### config.mk
export PLATFORM = sky130hd
export DESIGN_NAME = stream_demux
export DESIGN_NICKNAME = d
export VERILOG_FILES = /design/src/rtl/stream_demux_pkg.sv /design/src/rtl/demux_chan_fifo.sv /design/src/rtl/stream_demux.sv
export SDC_FILE = /design/constraint.sdc
export NUM_CORES = 1
export LEC_CHECK = 0
export BUFFER_PORTS_ARGS = -buffer_cell sky130_fd_sc_hd__buf_4
export CORE_MARGIN = 8
export CORE_UTILIZATION = 40
export DETAILED_ROUTE_END_ITERATION = 16
export PLACE_DENSITY = 0.57
export SYNTH_ARGS = -nofsm -noshare
export SYNTH_HDL_FRONTEND = slang
export SYNTH_SLANG_ARGS = --single-unit
### constraint.sdc
create_clock -name clk -period 2.4 [get_ports clk]
set_input_delay 0.36 -clock clk [delete_from_list [all_inputs] [get_ports clk]]
set_output_delay 0.36 -clock clk [all_outputs]
set_load 0.02 [all_outputs]
### src/rtl/stream_demux_pkg.sv
// Shared sizing helpers and drop-counter constants for stream_demux.
// STREAM_DEMUX_DROP_CNT_EN selects the optional drop counter in the top level.
package stream_demux_pkg;

    localparam int DROP_CNT_W = 16;
    localparam logic [DROP_CNT_W-1:0] DROP_CNT_MAX = 16'hFFFF;

    // $clog2 with a floor of 1 so that 1- and 2-entry ranges still get a real bit.
    function automatic int clog2_min1(input int n);
        return (n <= 2) ? 1 : $clog2(n);
    endfunction

    function automatic int sel_w(input int num_ch);
        return clog2_min1(num_ch);
    endfunction

    function automatic int cnt_w(input int depth);
        return $clog2(depth) + 1;
    endfunction

endpackage

### src/rtl/demux_chan_fifo.sv
// Per-channel synchronous FIFO: registered full/empty flags, head-of-queue output.
// Storage is cleared by reset so the head reads as zero while empty after reset.
module demux_chan_fifo
    import stream_demux_pkg::*;
#(
    parameter int DATA_W = 8,
    parameter int DEPTH  = 2
) (
    input  logic              clk,
    input  logic              rst_n,
    input  logic              i_push,
    input  logic [DATA_W-1:0] i_push_data,
    input  logic              i_pop,
    output logic              o_full,
    output logic              o_empty,
    output logic [DATA_W-1:0] o_head
);
    localparam int PTR_W = clog2_min1(DEPTH);
    localparam int CNT_W = cnt_w(DEPTH);
    localparam logic [CNT_W-1:0] FULL_CNT = CNT_W'(DEPTH);

    logic [DATA_W-1:0] r_mem [DEPTH];
    logic [PTR_W-1:0]  r_wr_ptr;
    logic [PTR_W-1:0]  r_rd_ptr;
    logic [CNT_W-1:0]  r_count;
    logic              w_push;
    logic              w_pop;

    assign o_full  = (r_count == FULL_CNT);
    assign o_empty = (r_count == '0);
    assign o_head  = r_mem[r_rd_ptr];
    assign w_push  = i_push & ~o_full;
    assign w_pop   = i_pop & ~o_empty;

    // DEPTH is a power of two, so the pointers wrap by plain overflow.
    always_ff @(posedge clk or negedge rst_n) begin
        if (!rst_n) begin
            r_wr_ptr <= '0;
            r_rd_ptr <= '0;
            r_count  <= '0;
            for (int i = 0; i < DEPTH; i++) begin
                r_mem[i] <= '0;
            end
        end else begin
            if (w_push) begin
                r_mem[r_wr_ptr] <= i_push_data;
                r_wr_ptr        <= r_wr_ptr + PTR_W'(1);
            end
            if (w_pop) begin
                r_rd_ptr <= r_rd_ptr + PTR_W'(1);
            end
            case ({w_push, w_pop})
                2'b10:   r_count <= r_count + CNT_W'(1);
                2'b01:   r_count <= r_count - CNT_W'(1);
                default: r_count <= r_count;
            endcase
        end
    end

endmodule

### src/rtl/stream_demux.sv
// Flow-controlled 1-to-NUM_CH demultiplexer with a FIFO per output channel.
// Define STREAM_DEMUX_DROP_CNT_EN to add the saturating drop_cnt output.
module stream_demux
    import stream_demux_pkg::*;
#(
    parameter int DATA_W = 8,
    parameter int NUM_CH = 4,
    parameter int DEPTH  = 2
) (
    input  logic                      clk,
    input  logic                      rst_n,
    input  logic                      enable,
    input  logic                      in_valid,
    output logic                      in_ready,
    input  logic [sel_w(NUM_CH)-1:0]  in_sel,
    input  logic [DATA_W-1:0]         in_data,
    output logic [NUM_CH-1:0]         out_valid,
    input  logic [NUM_CH-1:0]         out_ready,
    output logic [NUM_CH*DATA_W-1:0]  out_data,
    output logic                      sel_err
`ifdef STREAM_DEMUX_DROP_CNT_EN
    ,
    output logic [DROP_CNT_W-1:0]     drop_cnt
`endif
);
    localparam int SEL_W = sel_w(NUM_CH);
    localparam logic [SEL_W:0] NUM_CH_V = (SEL_W + 1)'(NUM_CH);

    logic [NUM_CH-1:0] w_full;
    logic [NUM_CH-1:0] w_empty;
    logic [NUM_CH-1:0] w_sel_hit;
    logic [NUM_CH-1:0] w_push;
    logic [NUM_CH-1:0] w_pop;
    logic              w_in_range;
    logic              w_sel_full;
    logic              w_accept;
    logic              r_sel_err;

    assign w_in_range = ({1'b0, in_sel} < NUM_CH_V);

    // One-hot decode of the destination plus its registered full flag.
    always_comb begin
        w_sel_hit  = '0;
        w_sel_full = 1'b0;
        for (int c = 0; c < NUM_CH; c++) begin
            if (in_sel == SEL_W'(c)) begin
                w_sel_hit[c] = 1'b1;
                w_sel_full   = w_full[c];
            end
        end
    end

    assign in_ready  = enable & (~w_in_range | ~w_sel_full);
    assign w_accept  = in_valid & in_ready;
    assign w_push    = w_sel_hit & {NUM_CH{w_accept}};
    assign out_valid = ~w_empty;
    assign w_pop     = out_valid & out_ready;

    for (genvar c = 0; c < NUM_CH; c++) begin : g_ch
        demux_chan_fifo #(
            .DATA_W (DATA_W),
            .DEPTH  (DEPTH)
        ) u_fifo (
            .clk         (clk),
            .rst_n       (rst_n),
            .i_push      (w_push[c]),
            .i_push_data (in_data),
            .i_pop       (w_pop[c]),
            .o_full      (w_full[c]),
            .o_empty     (w_empty[c]),
            .o_head      (out_data[c*DATA_W +: DATA_W])
        );
    end

    always_ff @(posedge clk or negedge rst_n) begin
        if (!rst_n) begin
            r_sel_err <= 1'b0;
        end else begin
            r_sel_err <= w_accept & ~w_in_range;
        end
    end

    assign sel_err = r_sel_err;

`ifdef STREAM_DEMUX_DROP_CNT_EN
    logic [DROP_CNT_W-1:0] r_drop_cnt;

    always_ff @(posedge clk or negedge rst_n) begin
        if (!rst_n) begin
            r_drop_cnt <= '0;
        end else if (w_accept && !w_in_range && (r_drop_cnt != DROP_CNT_MAX)) begin
            r_drop_cnt <= r_drop_cnt + DROP_CNT_W'(1);
        end
    end

    assign drop_cnt = r_drop_cnt;
`endif

endmodule

# After elaboration in Yosys (flattened, before gate mapping)
# Cells that the tools add are included.
# classes
eq_ne,15
bitwise,30
n_mux,36
magnitude_cmp,12
add_sub_neg,16
n_reduce_logical,13
# ops
cell,count
$mux W8,16
$bwmux W16,4
$demux W8 S1,4
$eq A2 B2 Y1 const B,10
$ge A2 B2 Y1 const B,8
$not A1 Y2,8
$pmux W2 S2,4
$and A1 B1 Y1,10
$eq A2 B1 Y1 const B,5
$logic_not A2 Y1,5
$not A1 Y1,9
$add A1 B1 Y1 const B,8
$add A2 B1 Y2 const B,4
$and A4 B4 Y4,2
$lt A2 B1 Y1 const B,4
$mux W1,8
$reduce_bool A2 Y1,4
$sub A2 B1 Y2 const B,4
$logic_and A1 B1 Y1,4
$not A4 Y4,1
# totals
elab_cells,142
register_bits,80
out_inout_bits,38

# Logic depth before layout (Yosys ltp)
# logic_depth
ltp_word,12
mapped_depth,7

# Hierarchy
# Synthesis repeated with hierarchy kept, for this count alone.
# unflattened
cells_unflattened,258
hier_area_um2,3679.8
# modules_own_cells
module,instances,area_per_inst_um2,seq_area_each_um2,cells_each
demux_chan_fifo,4,890.9,500.5,60
stream_demux,1,116.4,0.0,18

# Worst setup path after synthesis
# OpenSTA, ideal clock, no wires.
# synth_timing
kind,reg2reg
from,register g_ch[3].u_fifo.r_count[1]
to,register g_ch[3].u_fifo.r_count[1]
n_path_buf,0
synth_period_minus_slack_ps,1693
stages_incl_launch_ff,6
slack_ps,707
setup_time_ps,79
arrival_time_ps,1614
path_cell_list,dfrtp_1 > nor2b_1 > or3b_2 > ha_1 > nor2_1 > xor2_1
# synth_via
elab_chain_cells,9
word_cells_on_any_way,19
# synth_rtl
item,line,source
"start, declared",demux_chan_fifo.sv:25,logic [CNT_W-1:0] r_count;
"start signal, assigned",demux_chan_fifo.sv:53,2'b10: r_count <= r_count + CNT_W'(1);
"start signal, assigned",demux_chan_fifo.sv:54,2'b01: r_count <= r_count - CNT_W'(1);
"start signal, assigned",demux_chan_fifo.sv:55,default: r_count <= r_count;
$eq A2 B2 Y1,demux_chan_fifo.sv:29,assign o_full = (r_count == FULL_CNT);
$mux W1,stream_demux.sv:46,if (in_sel == SEL_W'(c)) begin
$not A1 Y1,stream_demux.sv:53,assign in_ready = enable & (~w_in_range | ~w_sel_full);
$and A1 B1 Y1,stream_demux.sv:53,
$and A1 B1 Y1,stream_demux.sv:54,assign w_accept = in_valid & in_ready;
$and A4 B4 Y4,stream_demux.sv:55,assign w_push = w_sel_hit & {NUM_CH{w_accept}};
$and A1 B1 Y1,demux_chan_fifo.sv:32,assign w_push = i_push & ~o_full;
$eq A2 B1 Y1 or $eq A2 B2 Y1 (tied branches),demux_chan_fifo.sv:52,"case ({w_push, w_pop})"
$pmux W2 S2 or $reduce_bool A2 Y1 (tied branches),n/a,
# Several ways; a longest one is shown, not always the timed one.
# A chain may end at the register's enable or synchronous reset.

# Worst setup path in the final report
# layout_timing
from,register g_ch[3].u_fifo.r_count[0]
to,output port in_ready
# layout_via
elab_chain_cells,4
# layout_rtl
item,line,source
$eq A2 B2 Y1,demux_chan_fifo.sv:29,
$mux W1,stream_demux.sv:46,
$not A1 Y1,stream_demux.sv:53,
$and A1 B1 Y1,stream_demux.sv:53,
"end, declared",stream_demux.sv:14,"output logic in_ready,"
# Every way passes these cells.

==> metrics.log <==
INFO  metric timing.hold.worst.class = input port to register
INFO  metric detailedRoute.firstPassIterationCount = 4
INFO  metric critPathSlowestCell = sky130_fd_sc_hd__dfrtp_1
INFO  metric h-tree-depth = 3
INFO  metric final-hold-violation-count = 0
INFO  metric timing.reg2reg.worst_path_depth = 5
INFO  metric cp_num_buf_inv = 1
INFO  metric worst_pin_slew = 0.735 ns
INFO  metric timing.critical_path.from_type = register
INFO  metric slew-limit-headroom = 50.8%
INFO  metric vias_per_cell = 5.05
INFO  metric vias = 2,146
INFO  metric synthesis.yosys.warnings = 0
INFO  metric drc = 0
INFO  metric cp_cell_sequence = nor2b_1 > mux2_2 > a21oi_1 > buf_4
INFO  metric synth.ff_latch_count = 80
INFO  metric final_max_slew_viol_count = 0
INFO  metric grt_pass1_wl = 12,800 um
INFO  metric critical_path_maximum_fanout = 4
INFO  metric cts_max_path_buffers = 2
INFO  metric die-area = 12,700 um2
INFO  metric root_buffer_cell = sky130_fd_sc_hd__clkbuf_8
INFO  metric netlist_top_cells_count = sky130_fd_sc_hd__mux2_2 (81), sky130_fd_sc_hd__dfrtp_1 (80), sky130_fd_sc_hd__mux2_4 (16)
INFO  metric slowest_delay = 0.44 ns
INFO  metric layout_worst_path_cycle_share = 81.6%
INFO  metric p_total = 6.47 mW
INFO  metric cts_tree = done
INFO  metric cts_inserted_buffers = 9
INFO  metric io-pin-count = 56
INFO  metric drt-initial-drc-count = 31
INFO  metric die_w = 113 um
INFO  metric critical_path_depth = 4
INFO  metric gpl.final_weighted_congestion = 0.695
INFO  metric post_cts_buffers = 0
INFO  metric holdCritStartpoint = in_data[5]
INFO  metric mappedNetlistNets = 270
INFO  metric initial_core_util = 40.9%
INFO  metric post_cts.resized_instances = 0
INFO  metric grt_setup_unrepaired = false
INFO  metric clock_sink_count = 80
INFO  metric antenna_left = 0
INFO  metric layout-drive-gt1-share = 58.0%
INFO  metric synth_top_area_share = 53.4%
INFO  metric max-cap-violations = 0
INFO  metric flow.area_growth_from_synthesis = 19.9%
INFO  metric worstHoldPathCells = 2
INFO  metric syn_area_per_cell = 15.1 um2
INFO  metric nets = 331
INFO  metric area_contributors_post_synth = sky130_fd_sc_hd__dfrtp_1 (53%), sky130_fd_sc_hd__mux2_2 (24%), sky130_fd_sc_hd__mux2_4 (6.4%)
INFO  metric routedWlPerCell = 18.3 um
INFO  metric synth.cell_area = 3750 um2
INFO  metric yosysUniqueCellTypes = 27
INFO  metric place.port_buffers = 54
INFO  metric gr-usage-all-layers = 13.0%
INFO  metric cts.reportedPaths.clkPinSlew = 0.10 ns
INFO  metric end_kind = output port
INFO  metric cp_top_family = flip-flops
INFO  metric synthesis.instances = 248
INFO  metric ys_async_sr_fraction = 100%
INFO  metric synth-edff-count = 0
INFO  metric outcome = completed
INFO  metric share_of_the_yosys_chip_area_belonging_to_registers = 53.4%
INFO  metric n_antenna_cell = 0
INFO  metric setup.worst_path.start = g_ch[3].u_fifo.r_count[0]
INFO  metric synthDominantAreaCellType = sky130_fd_sc_hd__dfrtp_1
INFO  metric cp_data_arrival_time = 1.60 ns
INFO  metric critical_path_class = register to output port
INFO  metric clock_insertion_delay_worst_skew = 0.36 ns
INFO  metric post-synth-top-count-cell = sky130_fd_sc_hd__mux2_2
INFO  metric cts_hold_buffers = 1
INFO  metric max_freq = 510 MHz
INFO  metric tns = 0 ns
INFO  metric p_leak = 2.07 nW
INFO  metric die_height = 113 um
INFO  metric p_per_area = 1440 nW/um2
INFO  metric vias_in_the_first_global_route = 2,387
INFO  metric design.core.area = 9150 um2
INFO  metric finalClockSkew = 0.0186 ns
INFO  metric timing.final.setup_violations = 0
INFO  metric postRouteWirelength = 7780 um
INFO  metric grt_antenna_before_repair = 0
INFO  metric final_period_minus_worst_setup_slack = 1.96 ns
INFO  metric placementRows = 35
INFO  metric synth_top_flop_cell = sky130_fd_sc_hd__dfrtp_1
INFO  metric final.fill_count = 826
INFO  metric worst_ep_required_time = 2.04 ns
INFO  metric timing.reg2reg.setup_slack = 0.60 ns
INFO  metric vdd.ir_drop.worst = 0.536 mV
INFO  metric grt_start_max_net_pins = 45
INFO  metric overflow = 0
INFO  metric dp_hpwl = 5310 um
INFO  metric critical_path.reg2reg.startpoint = g_ch[3].u_fifo.r_count[1]
layout by cell type (no fill, tap or decap), drive strengths merged:
cell type and n:
mux2 97, dfrtp 80, buf 58, xnor2 12, clkbuf 9, xor2 8, inv 5, or2 4
nor2b 4, and2 4, nor2 4, ha 4, nand2b 3, nor4b 3, nand4bb 2, or3 2
nand2 2, or4 2, nor3 2, or3b 2, nand3 1, o311ai 1, a21oi 1, conb 1
bufinv 1, clkinvlp 1, dlygate4sd3 1
metal layers:
| metal | part of all wire [%] | vias to the layer above | track usage [%] | wire length, um |
|---|---|---|---|---|
| met3 | 3.9 | 6 | 4.47 | 302 |
| met2 | 48 | 36 | 20.8 | 3770 |
| met5 | 0 | - | 0 | 0 |
| met1 | 47 | 1105 | 16.6 | 3630 |
| li1 | - | 999 | - | - |
| met4 | 0.90 | 0 | 2.97 | 70 |
flip-flops by register name, indices dropped and copies added, names as in the netlist:
name	flops
g_ch.u_fifo.r_count	8
g_ch.u_fifo.r_wr_ptr	4
g_ch.u_fifo.r_rd_ptr	4
g_ch.u_fifo.r_mem	64
per-stage QoR:
step | area [um2] | std cells | hold slack, ns | utilization [%] | worst slack (ns)
final | 4490 | 425 | 0.317 | 49.1 | 0.441
after CTS | 4490 | 425 | 0.312 | 49.1 | 0.399
after floorplan | 3750 | 248 | 0.0644 | - | 0.707
after detailed placement | 4280 | 408 | 0.364 | 46.7 | 0.436
after global placement | 4280 | 408 | 0.363 | 46.7 | 0.451
after global routing | 4490 | 425 | 0.296 | 49.1 | 0.306
cells by family after synthesis:
kind of cell | share of synthesized area [%]
AO/OA/AOI/OAI | 0.367
adder cells (fa/ha/maj) | 1.34
XOR/XNOR | 4.67
buffers and inverters | 1.54
flip-flops | 53.4
other | 0.100
multiplexers | 30.8
AND/OR/NAND/NOR | 7.81
report_power, final:
| part | internal [mW] | total (mW) | switching [mW] | leakage (nW) |
|---|---|---|---|---|
| logic | 1.64 | 2.90 | 1.26 | 0.983 |
| registers | 2.01 | 2.52 | 0.510 | 0.982 |
| clock network | 0.503 | 1.04 | 0.538 | 0.103 |
| total | 4.16 | 6.47 | 2.31 | 2.07 |
final cells by class:
class / instances / area, um2 / area share, %
clock buffer: 9 / 124 / 2.76
timing repair buffer: 59 / 458 / 10.2
sequential: 80 / 2000 / 44.5
tap: 111 / 139 / 3.09
multi-input combinational: 159 / 1690 / 37.6
clock inverter: 7 / 83.8 / 1.87
final timing paths:
path                                              to
setup / recovery                            in_ready
hold / removal              g_ch[2].u_fifo.r_mem[13]
setup reg to reg           g_ch[3].u_fifo.r_count[1]
hold reg to reg            g_ch[3].u_fifo.r_count[1]
max in group asynchronous    g_ch[3].u_fifo.r_mem[2]
min in group asynchronous    g_ch[1].u_fifo.r_mem[4]
(Power assumes the default switching activity.)
